===== config.mk =====
export PLATFORM = sky130hd
export DESIGN_NAME = serial_adder
export DESIGN_NICKNAME = d
export VERILOG_FILES = /design/src/rtl/serial_adder.sv
export SDC_FILE = /design/constraint.sdc
export NUM_CORES = 1
export LEC_CHECK = 0
export ABC_AREA = 1
export CAP_MARGIN = 20
export CORE_MARGIN = 2
export CORE_UTILIZATION = 47
export CTS_CLUSTER_DIAMETER = 50
export DETAILED_ROUTE_END_ITERATION = 16
export GPL_TIMING_DRIVEN = 0
export PLACE_DENSITY = 0.8
export SYNTH_ARGS = -nofsm -noshare
export SYNTH_HDL_FRONTEND = slang
export SYNTH_HIERARCHICAL = 1
export SYNTH_SLANG_ARGS = --single-unit

===== constraint.sdc =====
create_clock -name clk -period 1.4 [get_ports clk]
set_clock_uncertainty 0.1 [all_clocks]
set_input_delay 0.28 -clock clk [delete_from_list [all_inputs] [get_ports clk]]
set_output_delay 0.28 -clock clk [all_outputs]
set_load 0.02 [all_outputs]

===== src/rtl/serial_adder.sv =====
// serial_adder: bit-serial ripple adder built around a single full_adder cell.
// Operands are accepted on a valid/ready handshake, added one bit per clock
// (LSB first) with the carry held in a flip-flop between bits, and the
// registered sum/carry-out is offered on a valid/ready result port.
//
// Ports:
//   clk        rising-edge clock
//   rst        asynchronous active-high reset
//   in_valid   a/b/cin carry a valid operand set
//   in_ready   block can accept operands (IDLE and not in reset)
//   a, b       WIDTH-bit operands, sampled on the input handshake
//   cin        carry-in, sampled on the input handshake
//   out_valid  sum/cout hold a completed result
//   out_ready  downstream accepts the result
//   sum        registered (a + b + cin) mod 2^WIDTH
//   cout       registered carry out of the MSB
//   busy       high while a result is being computed or waiting to be taken

// One-bit full adder cell driven by the serial datapath.
module full_adder (
  input  logic a,
  input  logic b,
  input  logic cin,
  output logic sum,
  output logic carry
);
  assign sum   = a ^ b ^ cin;
  assign carry = (a & b) | (a & cin) | (b & cin);
endmodule

module serial_adder #(
  parameter int WIDTH = 8
) (
  input  logic             clk,
  input  logic             rst,
  input  logic             in_valid,
  output logic             in_ready,
  input  logic [WIDTH-1:0] a,
  input  logic [WIDTH-1:0] b,
  input  logic             cin,
  output logic             out_valid,
  input  logic             out_ready,
  output logic [WIDTH-1:0] sum,
  output logic             cout,
  output logic             busy
);

  localparam int CW = $clog2(WIDTH) + 1;
  localparam logic [CW-1:0] CNT_ZERO = CW'(1'b0);
  localparam logic [CW-1:0] CNT_ONE  = CW'(1'b1);
  localparam logic [CW-1:0] CNT_LAST = CW'(WIDTH - 1);

  typedef enum logic [1:0] {
    IDLE = 2'd0,
    RUN  = 2'd1,
    DONE = 2'd2
  } state_t;

  state_t            state_r;
  state_t            state_nxt_s;
  logic [CW-1:0]     cnt_r;
  logic              carry_r;
  logic [WIDTH-1:0]  a_sr_r;
  logic [WIDTH-1:0]  b_sr_r;
  logic [WIDTH-1:0]  res_sr_r;
  logic [WIDTH-1:0]  res_nxt_s;
  logic [WIDTH-1:0]  sum_r;
  logic              cout_r;
  logic              out_valid_r;
  logic              busy_r;
  logic              fa_sum_s;
  logic              fa_carry_s;
  logic              accept_s;
  logic              last_s;

  // in_ready is forced low while reset is asserted so nothing is taken then.
  assign in_ready  = (state_r == IDLE) & ~rst;
  assign accept_s  = in_valid & in_ready;
  assign last_s    = (cnt_r == CNT_LAST);
  assign out_valid = out_valid_r;
  assign sum       = sum_r;
  assign cout      = cout_r;
  assign busy      = busy_r;

  full_adder u_fa (
    .a     (a_sr_r[0]),
    .b     (b_sr_r[0]),
    .cin   (carry_r),
    .sum   (fa_sum_s),
    .carry (fa_carry_s)
  );

  // Result register shifts right; the new sum bit enters at the MSB so that
  // after WIDTH shifts the first (LSB) sum bit has reached bit 0.
  always_comb begin
    res_nxt_s            = res_sr_r >> 1'b1;
    res_nxt_s[WIDTH-1]   = fa_sum_s;
  end

  // Next-state decode for the IDLE/RUN/DONE control FSM.
  always_comb begin
    state_nxt_s = state_r;
    case (state_r)
      IDLE: begin
        if (accept_s) state_nxt_s = RUN;
        else          state_nxt_s = IDLE;
      end
      RUN: begin
        if (last_s) state_nxt_s = DONE;
        else        state_nxt_s = RUN;
      end
      DONE: begin
        // No bypass: returning to IDLE here means a new operand set can only
        // be accepted on the edge after the output handshake.
        if (out_ready) state_nxt_s = IDLE;
        else           state_nxt_s = DONE;
      end
      default: state_nxt_s = IDLE;
    endcase
  end

  // State register plus a registered busy flag derived from the next state.
  always_ff @(posedge clk or posedge rst) begin
    if (rst) begin
      state_r <= IDLE;
      busy_r  <= 1'b0;
    end else begin
      state_r <= state_nxt_s;
      busy_r  <= (state_nxt_s != IDLE);
    end
  end

  // Serial datapath: operand shift registers, carry flop, counter, result.
  always_ff @(posedge clk or posedge rst) begin
    if (rst) begin
      cnt_r       <= CNT_ZERO;
      carry_r     <= 1'b0;
      a_sr_r      <= '0;
      b_sr_r      <= '0;
      res_sr_r    <= '0;
      sum_r       <= '0;
      cout_r      <= 1'b0;
      out_valid_r <= 1'b0;
    end else begin
      case (state_r)
        IDLE: begin
          if (accept_s) begin
            a_sr_r   <= a;
            b_sr_r   <= b;
            carry_r  <= cin;
            cnt_r    <= CNT_ZERO;
            res_sr_r <= '0;
          end
        end
        RUN: begin
          res_sr_r <= res_nxt_s;
          carry_r  <= fa_carry_s;
          a_sr_r   <= a_sr_r >> 1'b1;
          b_sr_r   <= b_sr_r >> 1'b1;
          cnt_r    <= cnt_r + CNT_ONE;
          if (last_s) begin
            sum_r       <= res_nxt_s;
            cout_r      <= fa_carry_s;
            out_valid_r <= 1'b1;
          end
        end
        DONE: begin
          // sum/cout keep their value after the handshake until the next result.
          if (out_ready) out_valid_r <= 1'b0;
        end
        default: begin
          out_valid_r <= 1'b0;
        end
      endcase
    end
  end

endmodule


==> flow_summary.json <==
{
  "status": "finished, violations left",
  "violations": "setup timing",
  "insertion_delay_ps": 300,
  "final_nets": 324,
  "worst-path-max-fanout": 3,
  "grt_max_degree": 22,
  "yosys.area_share.simple_pct": 39.0,
  "p_int_uw": 3340,
  "start_kind": "flop",
  "coreArea_mm2": 0.00397,
  "grt_pass1_wl_um": 7180,
  "firstDrtPassIters": 4,
  "synthMuxAreaShare_pct": 0,
  "grt_overflow": 0,
  "grt_usage_pct": 21.2,
  "maxCapViolations": 0,
  "drt_iter0_markers": 196,
  "cts_max_level": 2,
  "max_slew.worst_pin.slew_ps": 486,
  "ys_warn_count": 6,
  "cts_buffer_depth": 2,
  "synth-seq-cells": 41,
  "fill_cells": 311,
  "yosysSeqAreaShare_pct": 53.6,
  "synthDistinctLibCells": 18,
  "p_per_area_mw_per_mm2": 2150,
  "drc": 0,
  "synth_xor_area_share_pct": 0,
  "yosys-top-cells-area": "dfrtp_1 54%, nand2_1 25%, nand3_1 8.9%, buf_6 1.8%, buf_2 1.3%",
  "start_util_pct": 48.2,
  "routed_wl_um": 4750,
  "hold_viol_final": 0,
  "fin_ws_ps": -87.2,
  "max-slew-margin-rel_pct": 67.4,
  "die_y_um": 67.8,
  "grt_pass1_vias": 1625,
  "cts_root_buf": "clkbuf_8",
  "arrival_ps": 1110,
  "combPwrFrac_pct": 51.9,
  "synth_compound_area_share_pct": 0,
  "rsz0062_at_grt": "yes",
  "cts_num_sinks": 41,
  "required_ps": 1020,
  "die_area_mm2": 0.00460,
  "p_seq_share_pct": 34.8,
  "final_antenna_net_count": 0,
  "drv_slew": 0,
  "area.growth.synth_to_final_pct": 40.6,
  "synth_top_area_share_pct": 53.6,
  "dpl.hpwl_um": 2600,
  "place_congestion": 0.812,
  "antenna_found_initial": 0,
  "setup_viol": 20,
  "p_switching_uw": 2440,
  "rows": 23,
  "crit_type": "reg2out",
  "cp-end-kind": "output pin",
  "post_drt_wl_per_cell_um": 13.5,
  "portBuffers": 32,
  "fin_crit_ps": 1490,
  "p_sw_share_pct": 42.2,
  "syn_nets": 262,
  "mostFrequentLayoutCell": "nand2_1",
  "dp_cells": 321,
  "synth_area_mm2": 0.00191,
  "synth.largest_area_cell": "dfrtp_1",
  "tns_ps": -1010,
  "cts_buffers": 5,
  "fmax_ghz": 0.672,
  "r2r-end": "res_sr_r[3]",
  "syn_area_per_cell_um2": 8.00,
  "diodes": 0,
  "cts_tree": "built",
  "die_width_um": 67.8,
  "pin_count": 33,
  "clk_pin_slew_ps": 80,
  "synth_fa_ha_area_share_pct": 1.70,
  "hold_class": "in2async",
  "vias_per_cell": 5.15,
  "total_power_uw": 5780,
  "synth_cells": 239,
  "reg2reg_slack_ps": -70,
  "r2r-start": "state_r[1]",
  "p_leak_uw": 0.00144,
  "period_share_pct": 106,
  "synth_top_family_by_area": "simple AND/OR/NAND/NOR gates",
  "layout_common_cells": "128 x nand2_1, 39 x dfrtp_1, 28 x nand3_1",
  "fin_util_pct": 67.7,
  "peakVddDrop_v": 0.00130,
  "share_clk_of_total_power_pct": 13.3,
  "layout-drive-gt1-share_pct": 21.2,
  "fin_cells": 352,
  "num_vias": 1813,
  "rr_worst_depth": 7
}
-- stage by stage --
stage | worst slack, ps | hold WS, ps | cell area, um2
6_report | -87.2 | 86.3 | 2690
3_3_place_gp | -1240 | 352 | 2330
2_1_floorplan | -308 | 173 | 1940
4_1_cts | -77.5 | 197 | 2510
3_5_place_dp | -1270 | 358 | 2330
5_1_grt | -124 | 85.9 | 2690
-- cell usage after synthesis --
master   number
buf_2         5
buf_4         3
buf_6         3
dfrtp_1      41
fa_1          1
ha_1          1
inv_1         5
inv_2         2
nand2_1     128
nand2_2       2
nand2_4       1
nand3_1      34
nand3_2       1
nand4_1       1
nor2_1        6
nor2_4        1
nor3_1        2
or2_2         2
-- how the worst max path moves through the flow --
stage,start,to,slack (ps),depth (start not counted)
finish,state_r[1],in_ready,-90,2
global route,state_r[1],in_ready,-120,2
CTS,state_r[1],in_ready,-80,2
detailed placement,rst,res_sr_r[3],-1270,7
global placement,rst,a_sr_r[0],-1240,7
floorplan,rst,a_sr_r[0],-310,6
-- state kept, by name, summed over array words and instances (netlist names) --
name and count:
a_sr_r 8, b_sr_r 8, sum 8, res_sr_r 7
cnt_r 4, state_r 2, busy 1, carry_r 1
cout 1, out_valid 1
-- layout make-up --
class                           instances  area [um2]  area share [%]
Clock buffer                            5        68.8            2.56
Multi-Input combinational cell        182         866            32.2
Timing Repair Buffer                   51         498            18.5
Tap cell                               50        62.6            2.33
Clock inverter                          3        17.5           0.651
Inverter                                7        35.0            1.30
Timing Repair inverter                  2        10.0           0.372
Buffer                                 11         104            3.86
Sequential cell                        41        1030            38.2
-- power groups by stage --
stage	Sequential [uW]	Clock, uW	Combinational [uW]
6_report	2010	768	3000
5_1_grt	2070	843	3340
4_1_cts	1990	781	2530
3_5_place_dp	2050	0	2370
3_3_place_gp	2020	0	2300
2_1_floorplan	2130	0	1570
-- what timing repair did --
| item | 4_1_cts | 5_1_grt |
|---|---|---|
| setup endpoints to repair | 46 | 44 |
| setup buffers | 8 | 7 |
| pin swaps | 2 | 3 |
| hold endpoints to repair | 0 | 0 |
| hold buffers | 0 | 0 |
| cloned | 3 | 4 |
| gates resized for setup | 29 | 24 |
-- worst max-delay path, stage by stage (launching register included) --
cell and delay (ps):
dfrtp_2 450, nor3_4 220, buf_6 140
-- logic make-up after synthesis --
logic type / after synthesis
adder cells (fa/ha/maj): 2
AND/OR/NAND/NOR: 178
flip-flops: 41
buffers and inverters: 18
-- per-layer routing --
layer	vias up	share of wire [%]	track usage [%]
met5	-	0	0
met4	0	1.5	9.00
met3	7	6.6	5.67
met2	74	49	32.7
met1	857	43	28.2
li1	875	-	-
Power figures use the tool's default switching activity.
